<file path="src/rtl/mem_stream_writer_if.sv">
// mem_stream_writer_if: stream input and memory write-port bundle for mem_stream_writer
interface mem_stream_writer_if #(
    parameter int DATA_WIDTH = 16,
    parameter int ADDR_WIDTH = 8
);
    logic                  START_I;
    logic [ADDR_WIDTH-1:0] BASE_I;
    logic [ADDR_WIDTH-1:0] LEN_I;
    logic                  ABORT_I;
    logic [DATA_WIDTH-1:0] DATA_I;
    logic                  VALID_I;
    logic                  READY_O;
    logic [ADDR_WIDTH-1:0] WADDR_O;
    logic [DATA_WIDTH-1:0] WDATA_O;
    logic                  WENB_O;
    logic                  BUSY_O;
    logic                  DONE_O;
    logic [ADDR_WIDTH:0]   COUNT_O;

    modport slave (
        input  START_I, BASE_I, LEN_I, ABORT_I, DATA_I, VALID_I,
        output READY_O, WADDR_O, WDATA_O, WENB_O, BUSY_O, DONE_O, COUNT_O
    );

    modport master (
        output START_I, BASE_I, LEN_I, ABORT_I, DATA_I, VALID_I,
        input  READY_O, WADDR_O, WDATA_O, WENB_O, BUSY_O, DONE_O, COUNT_O
    );
endinterface

</file>
<file path="src/rtl/mem_stream_writer.sv">
// mem_stream_writer: commits a valid/ready word stream to consecutive memory addresses from a base
module mem_stream_writer #(
    parameter int DATA_WIDTH = 16,
    parameter int ADDR_WIDTH = 8
) (
    input logic             CLK_I,
    input logic             RST_I,
    mem_stream_writer_if.slave bus
);
    typedef enum logic [1:0] {IDLE, LOAD, DONE} state_t;

    state_t                state_q, state_d;
    logic [ADDR_WIDTH-1:0] addr_q;
    logic [ADDR_WIDTH-1:0] len_q;
    logic [ADDR_WIDTH-1:0] waddr_q;
    logic [DATA_WIDTH-1:0] wdata_q;
    logic [ADDR_WIDTH:0]   count_q;
    logic                  wenb_q;
    logic                  done_q;
    logic                  ready;
    logic                  busy;
    logic                  hs;
    logic                  last;

    assign hs   = bus.VALID_I && ready;
    assign last = count_q == {1'b0, len_q};

    // state register
    always_ff @(posedge CLK_I or posedge RST_I) begin
        if (RST_I) state_q <= IDLE;
        else       state_q <= state_d;
    end

    // next state: abort beats the final handshake, DONE always falls back to IDLE
    always_comb begin
        state_d = (state_q == IDLE) ? (bus.START_I ? LOAD : IDLE) :
                  (state_q == LOAD) ? (bus.ABORT_I ? IDLE : (hs && last) ? DONE : LOAD) :
                  IDLE;
    end

    // state-decoded outputs; ready never looks at VALID_I
    always_comb begin
        ready = (state_q == LOAD) && !bus.ABORT_I;
        busy  = (state_q == LOAD) || (state_q == DONE);
    end

    // burst datapath: address/count/length latched on start, write port loaded per handshake
    always_ff @(posedge CLK_I or posedge RST_I) begin
        if (RST_I) begin
            addr_q  <= '0;
            len_q   <= '0;
            count_q <= '0;
            waddr_q <= '0;
            wdata_q <= '0;
            wenb_q  <= 1'b0;
            done_q  <= 1'b0;
        end else begin
            wenb_q <= hs;
            done_q <= state_q == DONE;
            if (state_q == IDLE && bus.START_I) begin
                addr_q  <= bus.BASE_I;
                len_q   <= bus.LEN_I;
                count_q <= '0;
            end
            if (hs) begin
                waddr_q <= addr_q;
                wdata_q <= bus.DATA_I;
                addr_q  <= addr_q + 1'b1;
                count_q <= count_q + 1'b1;
            end
        end
    end

    assign bus.READY_O = ready;
    assign bus.BUSY_O  = busy;
    assign bus.WADDR_O = waddr_q;
    assign bus.WDATA_O = wdata_q;
    assign bus.WENB_O  = wenb_q;
    assign bus.DONE_O  = done_q;
    assign bus.COUNT_O = count_q;
endmodule

</file>
<file path="src/flat_wrapper.sv">
// flat-port wrapper written by rule: the top's interface ports become plain ports
module mem_stream_writer_flat 
#(
    parameter int DATA_WIDTH = 16,
    parameter int ADDR_WIDTH = 8
)
  (CLK_I, RST_I, bus_START_I, bus_BASE_I, bus_LEN_I, bus_ABORT_I, bus_DATA_I, bus_VALID_I, bus_READY_O, bus_WADDR_O, bus_WDATA_O, bus_WENB_O, bus_BUSY_O, bus_DONE_O, bus_COUNT_O);
  mem_stream_writer_if #(.DATA_WIDTH(DATA_WIDTH), .ADDR_WIDTH(ADDR_WIDTH)) bus_i ();
  input logic CLK_I;
  input logic RST_I;
  input wire logic [$bits(bus_i.START_I)-1:0] bus_START_I;
  input wire logic [$bits(bus_i.BASE_I)-1:0] bus_BASE_I;
  input wire logic [$bits(bus_i.LEN_I)-1:0] bus_LEN_I;
  input wire logic [$bits(bus_i.ABORT_I)-1:0] bus_ABORT_I;
  input wire logic [$bits(bus_i.DATA_I)-1:0] bus_DATA_I;
  input wire logic [$bits(bus_i.VALID_I)-1:0] bus_VALID_I;
  output wire logic [$bits(bus_i.READY_O)-1:0] bus_READY_O;
  output wire logic [$bits(bus_i.WADDR_O)-1:0] bus_WADDR_O;
  output wire logic [$bits(bus_i.WDATA_O)-1:0] bus_WDATA_O;
  output wire logic [$bits(bus_i.WENB_O)-1:0] bus_WENB_O;
  output wire logic [$bits(bus_i.BUSY_O)-1:0] bus_BUSY_O;
  output wire logic [$bits(bus_i.DONE_O)-1:0] bus_DONE_O;
  output wire logic [$bits(bus_i.COUNT_O)-1:0] bus_COUNT_O;
  assign bus_i.START_I = bus_START_I;
  assign bus_i.BASE_I = bus_BASE_I;
  assign bus_i.LEN_I = bus_LEN_I;
  assign bus_i.ABORT_I = bus_ABORT_I;
  assign bus_i.DATA_I = bus_DATA_I;
  assign bus_i.VALID_I = bus_VALID_I;
  assign bus_READY_O = bus_i.READY_O;
  assign bus_WADDR_O = bus_i.WADDR_O;
  assign bus_WDATA_O = bus_i.WDATA_O;
  assign bus_WENB_O = bus_i.WENB_O;
  assign bus_BUSY_O = bus_i.BUSY_O;
  assign bus_DONE_O = bus_i.DONE_O;
  assign bus_COUNT_O = bus_i.COUNT_O;
  mem_stream_writer #(.DATA_WIDTH(DATA_WIDTH), .ADDR_WIDTH(ADDR_WIDTH)) u_core (.CLK_I(CLK_I), .RST_I(RST_I), .bus(bus_i));
endmodule
</file>
<file path="config.mk">
export PLATFORM = sky130hd
export DESIGN_NAME = mem_stream_writer_flat
export DESIGN_NICKNAME = d
export VERILOG_FILES = /design/src/rtl/mem_stream_writer_if.sv /design/src/rtl/mem_stream_writer.sv /design/src/flat_wrapper.sv
export SDC_FILE = /design/constraint.sdc
export NUM_CORES = 1
export LEC_CHECK = 0
export CAP_MARGIN = 5
export CORE_ASPECT_RATIO = 1.5
export CORE_MARGIN = 2
export CORE_UTILIZATION = 46
export CTS_CLUSTER_DIAMETER = 50
export DETAILED_ROUTE_END_ITERATION = 16
export GPL_ROUTABILITY_DRIVEN = 0
export PLACE_DENSITY = 0.86
export RECOVER_POWER = 50
export REMOVE_ABC_BUFFERS = 1
export SYNTH_ARGS = -nofsm -noshare
export SYNTH_HDL_FRONTEND = slang
export SYNTH_SLANG_ARGS = --single-unit
</file>
<file path="constraint.sdc">
create_clock -name CLK_I -period 1.95 [get_ports CLK_I]
set_input_delay 0.195 -clock CLK_I [delete_from_list [all_inputs] [get_ports CLK_I]]
set_output_delay 0.195 -clock CLK_I [all_outputs]
set_load 0.005 [all_outputs]
</file>
==> run metrics <==
largest net degree at the start of global routing=24; setup ws final=0.121 ns; Final Hold Viols=0; Worst R2R Setup Slack=0.25 ns; worst hold path depth=3; Worst Path Required=1.75 ns; Net Sw Frac=27.4%; RR Startpoint=u_core.state_q[1]; wire length per cell=13.6 um; DP Worst Slack=0.177 ns; IO Port Bufs=73; detailed-route via count=1925; vias in the first global route=1960; setup violators final=0; initial drt markers=59; Worst setup EP type=output pin; CTS H-tree lvls=2; Synthesis Warnings=0; Synth area leaders=dfrtp_1, nand2_1, mux2_2; most common cell after layout, fill and taps aside=nand2_1; core area=5080 um^2; crit path max fanout=2; max cap viols=0; initial antenna violation count=0; # IOs=74; Sw Pwr=832 uW; drt pass-1 iters=4; Period minus WS final=1.83 ns; setup_tns=0 ns; DIE AREA=5790 um^2; Post-CTS Hold Buffers=0; Layout area overhead=38.8%; Yosys top cell by area=dfrtp_1; worst clock skew=0.00488 ns; Synth Flop Type=dfrtp_1; hold_ws=0.410 ns; CTS tree=done; cts bufs inserted=5; Worst-path clk slew=0.09 ns; worst skew pair latency=0.31 ns; max-slew violation count=0; DP Wirelength=3890 um; first-pass GRT wire length=8800 um; Post-Syn Area=2390 um^2; Net count, final=354; Post-Syn Instances=235; DRC=0; RSZ-0062 raised after global routing=false; Int Pwr=2.20 mW; register area share after synthesis=55.6%; Worst Path Arrival=1.63 ns; outcome=finished, final reports clean; WS Path Type=flop to output pin; worst flop-to-flop path endpoint=u_core.bus.COUNT_O[8]; Synth async-reset ratio=100%; clk sinks=53; fmax=0.547 GHz; share of post-route cells with drive strength above 1=10.9%; Post-synth EDFFs=0; root buffer cell=clkbuf_8; Worst Hold Endpoint=u_core.bus.WDATA_O[0]; detail-routed via count per cell=5.05; share of the synthesized area in the top cell type=55.6%; Resize count post-CTS=0; Post CTS Setup Buffer Count=0; hold wc startpoint=bus_DATA_I[0]; total global routing overflow=0; Post-Syn Area per Cell=10.2 um^2; Yosys cell types=40; Final Power=3.03 mW; reg2reg path depth=7; Row Count=32; Comb pwr share=25.6%; ANT cells=0; critical path startpoint category=flop; worst vdd ir=0.657 mV; register bit total from synthesis=53; Routed WL=5180 um; Flop pwr share=49.0%; relative max-transition margin=44.1%; pwr dens=915 nW/um^2; Detail Route Antenna Nets=0; Die Ht=92.2 um; fin crit share=93.8%; initial core utilization=46.9%; Die X-Extent=62.8 um; clk buf depth=2; Pleak=1.53 nW; clock network power share=25.4%; commonest non-fill, non-tap cells in the layout=nand2_1, clkdlybuf4s50_1, dfrtp_1; actual slew at the worst max-slew pin=0.837 ns; Min-Delay Path Class=input port to flop; Total GRT Usage=19.4%
-- cells in the mapped netlist (3+ instances only) --
| master | instances |
|---|---|
| o21ai_0 | 9 |
| buf_2 | 5 |
| mux2i_1 | 3 |
| nand2_1 | 82 |
| mux2_2 | 8 |
| nand3_1 | 6 |
| nand4_1 | 7 |
| a21oi_1 | 3 |
| ha_1 | 5 |
| dfrtp_1 | 53 |
| nor2_1 | 8 |
| xnor2_1 | 8 |
| inv_1 | 4 |
-- area by class of cell --
class / count / area (um^2)
inverter: 5 / 21.3
clock inverter: 2 / 37.5
timing repair buffer: 79 / 769
sequential: 53 / 1330
multi-input combinational: 168 / 992
tap: 68 / 85.1
fill: 442 / 1770
clock buffer: 6 / 82.6
-- critical path: stages, from the launching register on --
cell             delay (ns)
dfrtp_1                0.39
inv_1                  0.08
ha_1                   0.21
inv_1                  0.07
nor2_1                 0.08
clkdlybuf4s50_1        0.50
-- worst max-delay path by stage --
stage,from,end,slack (ns),depth (start not counted)
3_5_place_dp,bus_ABORT_I,u_core.bus.COUNT_O[8],0.18,6
6_report,u_core.state_q[1],bus_READY_O,0.12,5
2_1_floorplan,u_core.state_q[1],u_core.bus.COUNT_O[8],0.13,7
4_1_cts,u_core.state_q[1],bus_READY_O,0.11,5
3_3_place_gp,bus_ABORT_I,u_core.bus.COUNT_O[8],0.23,6
5_1_grt,u_core.state_q[1],bus_READY_O,0.02,5
-- registers in the layout, summed over array words and instances (netlist names) --
register,flops
u_core.bus.WENB_O,1
u_core.bus.DONE_O,1
u_core.len_q,8
u_core.bus.COUNT_O,9
u_core.state_q,2
u_core.bus.WDATA_O,16
u_core.bus.WADDR_O,8
u_core.addr_q,8
-- power groups by stage --
stage,clock network (mW),logic [mW],registers [mW]
detailed placement,0,0.823,1.51
global placement,0,0.793,1.50
CTS,0.790,0.828,1.49
floorplan,0,0.336,1.50
finish,0.771,0.777,1.49
global route,0.850,0.865,1.52
-- layer usage --
layer  GRT usage (%)  vias up  routed length [um]
met4            8.70        0                  95
met3            5.40        8                 282
met5               0        -                   0
met2            33.8       57                2650
met1            21.9      912                2160
li1                -      948                   -
-- cell families (layout without fill, tap and decap cells) --
group | Yosys count | in the layout | share of synthesized area [%]
simple gates | 114 | 114 | 21.8
xor+xnor | 10 | 10 | 3.67
fa+ha+maj | 5 | 5 | 2.62
flops | 53 | 53 | 55.6
mux | 11 | 11 | 5.03
compound gates | 28 | 28 | 8.49
buf+inv | 14 | 92 | 2.88
-- through the flow --
stage / util, % / area (um^2) / cells
after CTS: 65.6 / 3330 / 381
after global routing: 65.2 / 3310 / 381
after global placement: 63.2 / 3210 / 373
after floorplan: - / 2340 / 226
final: 65.2 / 3310 / 381
after detailed placement: 63.2 / 3210 / 373
No activity file was read; power rests on OpenSTA's default activity.
